--- config.mk ---
export PLATFORM = sky130hd
export DESIGN_NAME = ifetch_queue
export DESIGN_NICKNAME = d
export VERILOG_FILES = /design/src/rtl/ifetch_queue.sv
export SDC_FILE = /design/constraint.sdc
export NUM_CORES = 1
export LEC_CHECK = 0
export BUFFER_PORTS_ARGS = -buffer_cell sky130_fd_sc_hd__buf_2
export CELL_PAD_IN_SITES_DETAIL_PLACEMENT = 1
export CELL_PAD_IN_SITES_GLOBAL_PLACEMENT = 2
export CORE_MARGIN = 2
export CORE_UTILIZATION = 32
export CTS_BUF_LIST = sky130_fd_sc_hd__clkbuf_16
export CTS_CLUSTER_SIZE = 40
export DETAILED_ROUTE_END_ITERATION = 12
export GPL_TIMING_DRIVEN = 0
export HOLD_SLACK_MARGIN = 0.15
export PLACE_DENSITY_LB_ADDON = 0.1
export SYNTH_ARGS = -nofsm -noshare
export SYNTH_HDL_FRONTEND = slang
export SYNTH_SLANG_ARGS = --single-unit
--- constraint.sdc ---
create_clock -name clk -period 7.8 [get_ports clk]
set_input_delay 1.56 -clock clk [delete_from_list [all_inputs] [get_ports clk]]
set_output_delay 1.56 -clock clk [all_outputs]
set_load 0.01 [all_outputs]
--- src/rtl/ifetch_queue.sv ---
// ifetch_queue: instruction fetch stage. Owns the PC, issues word fetches over a
// request/grant bus with in-order responses, buffers returned words in a small
// FIFO and hands {instr, pc} to decode with a valid/ready handshake.
// Optional feature macro: IFETCH_MISALIGN_CHK_EN (misaligned redirect targets
// produce a single fault entry and halt fetching until the next redirect).
//
// state | meaning
// BOOT  | first cycle out of reset, no request issued
// RUN   | normal fetch; requests while buffered+outstanding leaves room
// FLUSH | dropping responses that belong to the pre-redirect stream
module ifetch_queue #(
  parameter int                  WORDSIZE = 32,
  parameter logic [WORDSIZE-1:0] RESET_PC = '0,
  parameter int                  DEPTH    = 2
) (
  input  logic                clk,
  input  logic                rst,
  output logic                imem_req,
  output logic [WORDSIZE-1:0] imem_addr,
  input  logic                imem_gnt,
  input  logic                imem_rvalid,
  input  logic [WORDSIZE-1:0] imem_rdata,
  input  logic                redirect,
  input  logic [WORDSIZE-1:0] redirect_pc,
  output logic                id_valid,
  input  logic                id_ready,
  output logic [WORDSIZE-1:0] id_instr,
  output logic [WORDSIZE-1:0] id_pc,
  output logic                id_fault
);

  localparam int AW = $clog2(DEPTH);
  localparam int CW = $clog2(DEPTH + 1);
  localparam logic [WORDSIZE-1:0] NOP     = WORDSIZE'(32'h0000_0013);
  localparam logic [WORDSIZE-1:0] STEP    = WORDSIZE'(4);
  localparam logic [CW:0]         DEPTH_V = (CW+1)'(DEPTH);

  typedef enum logic [1:0] {BOOT = 2'd0, RUN = 2'd1, FLUSH = 2'd2} state_t;

  state_t              state;
  logic [WORDSIZE-1:0] pc;
  logic [CW-1:0]       count;
  logic [CW-1:0]       outstanding;
  logic [CW-1:0]       discard;
  logic [AW-1:0]       rd_ptr;
  logic [AW-1:0]       wr_ptr;
  logic [AW-1:0]       aq_rd;
  logic [AW-1:0]       aq_wr;
  logic [WORDSIZE-1:0] fifo_instr [DEPTH];
  logic [WORDSIZE-1:0] fifo_pc    [DEPTH];
  logic [WORDSIZE-1:0] aq_pc      [DEPTH];
  logic [CW:0]         occ;
  logic [CW:0]         disc_sum;
  logic                pop;
  logic                hs;
  logic                accept;
  logic                misalign;
  logic                halt;
  logic [WORDSIZE-1:0] target;

`ifdef IFETCH_MISALIGN_CHK_EN
  logic fifo_fault [DEPTH];

  assign misalign = |redirect_pc[1:0];
  assign target   = redirect_pc;
  assign id_fault = id_valid && fifo_fault[rd_ptr];

  // halt fetching after a misaligned redirect until the next redirect
  always_ff @(posedge clk or posedge rst) begin
    if (rst)
      halt <= 1'b0;
    else if (redirect)
      halt <= misalign;
  end

  // fault flag storage alongside the FIFO entries
  always_ff @(posedge clk) begin
    if (redirect) begin
      if (misalign)
        fifo_fault[0] <= 1'b1;
    end else if (accept) begin
      fifo_fault[wr_ptr] <= 1'b0;
    end
  end
`else
  assign misalign = 1'b0;
  assign halt     = 1'b0;
  assign target   = redirect_pc & ~WORDSIZE'(3);
  assign id_fault = 1'b0;
`endif

  assign id_valid  = (count != '0);
  assign id_instr  = id_valid ? fifo_instr[rd_ptr] : NOP;
  assign id_pc     = id_valid ? fifo_pc[rd_ptr] : '0;
  assign pop       = id_valid && id_ready;
  assign occ       = {1'b0, count} + {1'b0, outstanding};

  // A pop this cycle frees a slot, so it counts toward room for a new request;
  // this is what sustains one instruction per cycle with DEPTH=2. The request
  // is withheld during a redirect so a grant that cycle is never a handshake.
  assign imem_req  = (state == RUN) && !redirect && !halt && ((occ < DEPTH_V) || pop);
  assign imem_addr = pc;
  assign hs        = imem_req && imem_gnt;
  assign accept    = imem_rvalid && (state == RUN) && !redirect && (discard == '0);

  // In RUN discard is 0 and in FLUSH outstanding is 0, so this sum is the
  // number of stale responses still to come after a redirect.
  assign disc_sum  = {1'b0, discard} + {1'b0, outstanding} - (CW+1)'(imem_rvalid);

  // FSM, PC, occupancy counters and queue pointers
  always_ff @(posedge clk or posedge rst) begin
    if (rst) begin
      state       <= BOOT;
      pc          <= RESET_PC;
      count       <= '0;
      outstanding <= '0;
      discard     <= '0;
      rd_ptr      <= '0;
      wr_ptr      <= '0;
      aq_rd       <= '0;
      aq_wr       <= '0;
    end else if (redirect) begin
      pc          <= target;
      outstanding <= '0;
      discard     <= disc_sum[CW-1:0];
      state       <= (disc_sum != '0) ? FLUSH : RUN;
      rd_ptr      <= '0;
      aq_rd       <= '0;
      aq_wr       <= '0;
      if (misalign) begin
        wr_ptr <= AW'(1);
        count  <= CW'(1);
      end else begin
        wr_ptr <= '0;
        count  <= '0;
      end
    end else begin
      unique case (state)
        BOOT:    state <= RUN;
        RUN:     state <= RUN;
        FLUSH: begin
          if (imem_rvalid) begin
            discard <= discard - CW'(1);
            if (discard == CW'(1))
              state <= RUN;
          end
        end
        default: state <= BOOT;
      endcase

      if (hs) begin
        pc    <= pc + STEP;
        aq_wr <= aq_wr + AW'(1);
      end
      if (accept) begin
        wr_ptr <= wr_ptr + AW'(1);
        aq_rd  <= aq_rd + AW'(1);
      end
      if (pop)
        rd_ptr <= rd_ptr + AW'(1);

      if (hs && !accept)
        outstanding <= outstanding + CW'(1);
      else if (!hs && accept)
        outstanding <= outstanding - CW'(1);

      if (accept && !pop)
        count <= count + CW'(1);
      else if (!accept && pop)
        count <= count - CW'(1);
    end
  end

  // FIFO payload and request-address queue storage
  always_ff @(posedge clk) begin
    if (redirect) begin
      if (misalign) begin
        fifo_instr[0] <= NOP;
        fifo_pc[0]    <= redirect_pc;
      end
    end else if (accept) begin
      fifo_instr[wr_ptr] <= imem_rdata;
      fifo_pc[wr_ptr]    <= aq_pc[aq_rd];
    end
    if (hs)
      aq_pc[aq_wr] <= pc;
  end

endmodule

==> flow_summary.yaml, run 1 <==
outcome:
  status: "finished, final reports clean"
placement:
  post-place-cells: 1214
  port_buffers: 161
  post_dp_cell_area_mm2: 0.0109
  hpwl_mm: 17.7
  pre_cts_ws_ps: 3550
  gp_congestion: 0.815
worst_setup_path:
  endpoint: "imem_req"
  startpoint: "redirect"
  r2r_end: "aq_pc[1][29]$_DFFE_PP_"
  critical_path_buf_inv_count: 3
  worst_path_most_repeated_cell: "buf_2"
  crit_family: "simple AND/OR/NAND/NOR gates"
  crit_fanout: 10
  cp.arrival_ps: 2670
  crit_path_end_kind: "primary output"
  start_kind: "input pin"
  crit_type: "input pin to primary output"
  worstPathRequired_ps: 6240
  cp_cell_sequence: "buf_2 -> buf_2 -> or3b_1 -> a21oi_1 -> buf_2"
  crit-reg2reg-launch: "outstanding[0]$_DFFE_PP0P_"
  cp_slowest_cell: "or3b_1"
  r2r_slack_ps: 4400
  critPathMaxStageDelay_ps: 490
  r2r_cells: 6
  cp.depth: 5
logic_synthesis:
  yosys_warnings: 0
  ys_seq_elements: 226
  avgSynthCellArea_um2: 14.4
  synth-edff-count: 184
  syn_inst: 655
  synth_area_mm2: 0.00944
  async_flop_share: 0.186
  synth.yosys.seq_area_share: 0.697
  ys_types: 59
  synth_ff_type: "edfxtp_1"
power:
  power.density_mw_per_mm2: 257
  p_leak_nw: 4.43
  combPwrFrac: 0.095
  seqPwrFrac: 0.469
  switchingPower_uw: 704
  vdd_drop_max_mv: 0.187
  clkPwrFrac: 0.437
  power.internal_mw: 2.34
  power_mw: 3.05
  p_sw_frac: 0.231
cts:
  cts_resized: 0
  cts_buffer_depth: 3
  root_buffer: "clkbuf_16"
  cts_setup_buffers: 0
  htree_levels: 1
  cts.sinks: 226
  ctsHoldBuffers: 0
  clk_transition_reported_paths_ps: 60
  clk_latency_ps: 520
  numCtsBuffers: 26
  tritoncts: "yes"
floorplan:
  die_width_um: 176
  fp-row-count: 62
  core-area_mm2: 0.0289
  ios: 169
  fp.dieH_um: 176
  initial_core_util: 0.327
  die_area_mm2: 0.0309
detailed_routing:
  via_per_inst: 4.79
  vias: 6046
  firstDrtPassIters: 4
  wl_per_cell_um: 19.7
  wl_mm: 24.8
  drt_iter0_drc: 240
  drcViolationCount: 0
  ant_nets: 0
sta:
  fin_worst_skew_ps: 12.8
  fmax_ghz: 0.236
  setup_viol: 0
  maxSlewHeadroom: 0.367
  post-route-period-util: 0.542
  final_hold_viol_count: 0
  rsz0062_at_grt: "no"
  worstMarginPinSlew_ps: 947
  setup_tns_ps: 0
  finalMaxSlewViolations: 0
  hold-worst-slack_ps: 508
  layout_setup_ws_ps: 3570
  min_period_ps: 4230
global_route:
  grt_max_degree: 36
  antenna_found_initial: 1
  grt_pass1_wl_mm: 38.2
  track_usage: 0.162
  grt_pass1_vias: 6529
  grt-ovfl-total: 0
final_layout:
  nets: 936
  drive_gt1_frac: 0.317
  layoutNonFillerInstCount: 1262
  fin_area_mm2: 0.0119
  final_cell_mix: "edfxtp_1 (184), buf_2 (170), nor2_1 (80)"
  nFillCells: 3036
  synthToLayoutAreaGrowth_pct: 25.5
  mostFrequentLayoutCell: "edfxtp_1"
  final_util: 0.411
  antenna_cells: 0
hold_path:
  hold_path.class: "flop to flop"
  hp-start: "state[0]$_DFFE_PP0P_"
job:
  cap_violations: 0
how the worst min path moves through the flow:
stage / to / slack [ps] / cells after the start
floorplan: state[0]$_DFFE_PP0P_ / 460 / 1
global placement: state[0]$_DFFE_PP0P_ / 490 / 1
detailed placement: state[0]$_DFFE_PP0P_ / 510 / 1
CTS: state[0]$_DFFE_PP0P_ / 520 / 1
global route: state[0]$_DFFE_PP0P_ / 560 / 1
finish: state[0]$_DFFE_PP0P_ / 510 / 1
power groups by stage:
stage,Sequential [mW],Combinational (mW),Clock (mW)
after floorplan,1.44,0.166,0
after global placement,1.45,0.274,0
after detailed placement,1.45,0.294,0
after CTS,1.43,0.295,1.37
after global routing,1.44,0.327,1.41
final,1.43,0.288,1.33
layer usage:
layer	vias up	GRT usage	share of wire
li1	2837	-	-
met1	3023	0.209	0.43
met2	147	0.285	0.50
met3	39	0.0236	0.048
met4	0	0.0424	0.021
met5	-	0	0
state kept, by name (all words and copies together) (netlist names):
register and count:
aq_wr 1, discard 2, fifo_instr 64, imem_addr 30, count 2, aq_rd 1, state 2, fifo_pc 60
rd_ptr 1, aq_pc 60, wr_ptr 1, outstanding 2
worst register-to-register path: stages, from the launching register on:
cell     delay [ps]
dfrtp_1         450
and2_1          180
fa_1            410
or2_2           380
a21oi_2         480
buf_4           320
and2_2          760
cell families after synthesis:
group | count (synthesis) | synth area share
AOI/OAI and AO/OA | 71 | 0.0508
xor gates and xnor gates | 15 | 0.0139
adders and majority gates | 8 | 0.0122
buffers and inverters | 47 | 0.0223
DFF | 226 | 0.697
muxes | 96 | 0.106
other | 1 | 0.000397
and+or+nand+nor | 191 | 0.0977
cell usage after synthesis, types with 2 or more instances:
| cell | count | area share |
|---|---|---|
| edfxtp_1 | 184 | 0.59 |
| nor2_1 | 81 | 0.032 |
| mux2i_1 | 64 | 0.068 |
| nand2_1 | 47 | 0.019 |
| dfrtp_1 | 42 | 0.11 |
| mux2_2 | 32 | 0.038 |
| o21ai_0 | 22 | 0.012 |
| nand3_1 | 17 | 0.0090 |
| clkbuf_1 | 16 | 0.0064 |
| inv_1 | 13 | 0.0052 |
| nand4_1 | 11 | 0.0073 |
| a31oi_1 | 10 | 0.0066 |
| a21oi_1 | 9 | 0.0048 |
| buf_2 | 9 | 0.0048 |
| xnor2_1 | 8 | 0.0074 |
| o311ai_0 | 7 | 0.0065 |
| xor2_1 | 7 | 0.0065 |
| buf_4 | 6 | 0.0048 |
| ha_1 | 6 | 0.0080 |
| o211ai_1 | 6 | 0.0048 |
| and2_1 | 5 | 0.0033 |
| nor3_1 | 5 | 0.0027 |
| buf_1 | 3 | 0.0012 |
| nor4_1 | 3 | 0.0020 |
| o21ai_1 | 3 | 0.0016 |
| o311ai_1 | 3 | 0.0028 |
| fa_1 | 2 | 0.0042 |
| nand3_2 | 2 | 0.0021 |
| nor2_4 | 2 | 0.0024 |
final cells by class:
cell class                      count  area, µm²  share of cell area
Timing Repair Buffer              171        948              0.0800
Inverter                           13       48.8             0.00412
Sequential cell                   226       6580               0.555
Multi-Input combinational cell    386       2680               0.226
Clock buffer                       27        676              0.0570
Clock inverter                     21        275              0.0232
Tap cell                          384        480              0.0405
Buffer                             34        161              0.0136
Power figures use the tool's default switching activity.
==> run 2, diff against run 1 <==
Clock period 7.8 ns to 3.6 ns, I/O delays scaled along.
==> flow_summary.yaml, run 2 (synthesis gave the netlist of run 1 again) <==
outcome:
  status: "finished, final reports clean"
cts:
  clk_latency_ps: 520
  cts_setup_buffers: 0
  clk_transition_reported_paths_ps: 60
  cts_buffer_depth: 3
  tritoncts: "yes"
  htree_levels: 1
  numCtsBuffers: 26
  cts.sinks: 226
  root_buffer: "clkbuf_16"
final_layout:
  top_register: "fifo_instr"
  antenna_cells: 0
  final_cell_mix: "edfxtp_1 (184), buf_2 (170), nor2_1 (79)"
  fin_area_mm2: 0.0118
  synthToLayoutAreaGrowth_pct: 25.0
  largest_reg_flops: 64
  top_regs: "fifo_instr: 64 flops, aq_pc: 60 flops, fifo_pc: 60 flops"
  nets: 934
  drive_gt1_frac: 0.312
  mostFrequentLayoutCell: "edfxtp_1"
  nFillCells: 3055
worst_setup_path:
  critPathMaxStageDelay_ps: 720
  crit_type: "flop to flop"
  crit_family: "simple AND/OR/NAND/NOR gates"
  crit-reg2reg-launch: "count[0]$_DFFE_PP0P_"
  cp.arrival_ps: 3410
  cp_slowest_cell: "and2_2"
  cp_cell_sequence: "and2_1 -> fa_1 -> or2_2 -> a21oi_2 -> buf_4 -> and2_2"
  crit_fanout: 30
  worstPathRequired_ps: 3740
  start_kind: "flop"
  startpoint: "count[0]$_DFFE_PP0P_"
  r2r_slack_ps: 330
  crit_path_end_kind: "flop"
  critical_path_buf_inv_count: 1
detailed_routing:
  ant_nets: 0
  vias: 6008
  wl_per_cell_um: 19.5
  via_per_inst: 4.77
  firstDrtPassIters: 4
  drcViolationCount: 0
  wl_mm: 24.6
  drt_iter0_drc: 265
job:
  cap_violations: 0
floorplan:
  ios: 169
  fp.dieH_um: 176
  initial_core_util: 0.327
  die_width_um: 176
  fp-row-count: 62
  core-area_mm2: 0.0289
  die_area_mm2: 0.0309
hold_path:
  hold_path.class: "input pin to flop"
  hp-start: "imem_rdata[1]"
sta:
  finalMaxSlewViolations: 0
  rsz0062_at_grt: "no"
  setup_tns_ps: 0
  fin_worst_skew_ps: 9.22
  min_period_ps: 3270
  final_hold_viol_count: 0
  maxSlewHeadroom: 0.444
  setup_viol: 0
  fmax_ghz: 0.306
  hold-worst-slack_ps: 388
  worstMarginPinSlew_ps: 834
  post-route-period-util: 0.907
global_route:
  grt-ovfl-total: 0
  grt_pass1_wl_mm: 38.4
  antenna_found_initial: 0
  track_usage: 0.162
  grt_max_degree: 36
  grt_pass1_vias: 6523
power:
  vdd_drop_max_mv: 0.308
  p_leak_nw: 4.40
  power.density_mw_per_mm2: 539
placement:
  gp_congestion: 0.785
  post_dp_cell_area_mm2: 0.0109
  hpwl_mm: 17.3
  port_buffers: 161
run 2: cell types whose count changed in the layout (fill, tap and decap cells not counted), sizes merged:
cell	change
bufinv	-3
buf	-3
clkinv	+1
dlygate4sd3	+1
inv	+2
run 2: timing repair:
| item | CTS | global route |
|---|---|---|
| hold buffers | 1 | 0 |
| endpoints found under the hold margin | 10 | 0 |
| gates resized for setup | 0 | 1 |
| setup endpoints to repair | 0 | 8 |
run 2: per-layer routing:
| layer | GRT usage | part of all wire |
|---|---|---|
| met3 | 0.0292 | 0.055 |
| met2 | 0.277 | 0.49 |
| met1 | 0.212 | 0.44 |
| met4 | 0.0427 | 0.020 |
| met5 | 0 | 0 |
run 2: path summary, 6_finish.rpt:
path | depth (start not counted) | to
worst min register to register | 1 | state[0]$_DFFE_PP0P_
worst max-delay path | 6 | aq_pc[1][21]$_DFFE_PP_
worst max register to register | 6 | aq_pc[1][21]$_DFFE_PP_
worst min-delay path | 1 | fifo_instr[0][1]$_DFFE_PP_
max in group asynchronous | 4 | imem_addr[31]$_DFFE_PP0P_
min in group asynchronous | 3 | imem_addr[11]$_DFFE_PP0P_
run 2: where the power goes:
| group | internal (mW) | switching, mW | total (mW) |
|---|---|---|---|
| sequential | 2.97 | 0.128 | 3.09 |
| clock | 1.63 | 1.01 | 2.64 |
| combinational | 0.257 | 0.369 | 0.626 |
run 2: area by class of cell:
| cell class | count | area [µm²] | share of cell area |
|---|---|---|---|
| flip-flops and latches | 226 | 6580 | 0.557 |
| multi-input cells | 386 | 2690 | 0.228 |
| repair buffers | 169 | 968 | 0.0821 |
| clock buffers | 27 | 676 | 0.0573 |
| well taps | 384 | 480 | 0.0407 |
| clock inverters | 21 | 196 | 0.0166 |
| plain buffers | 34 | 161 | 0.0137 |
| inverters | 13 | 48.8 | 0.00414 |
run 2: per-stage QoR:
| stage | util | setup slack [ps] | cells | total power, mW |
|---|---|---|---|---|
| floorplan | - | 77.2 | 659 | 3.49 |
| global placement | 0.373 | -1230 | 1204 | 3.74 |
| detailed placement | 0.378 | 284 | 1211 | 3.79 |
| CTS | 0.409 | 73.8 | 1260 | 6.47 |
| global route | 0.409 | 158 | 1260 | 6.65 |
| finish | 0.409 | 335 | 1260 | 6.36 |
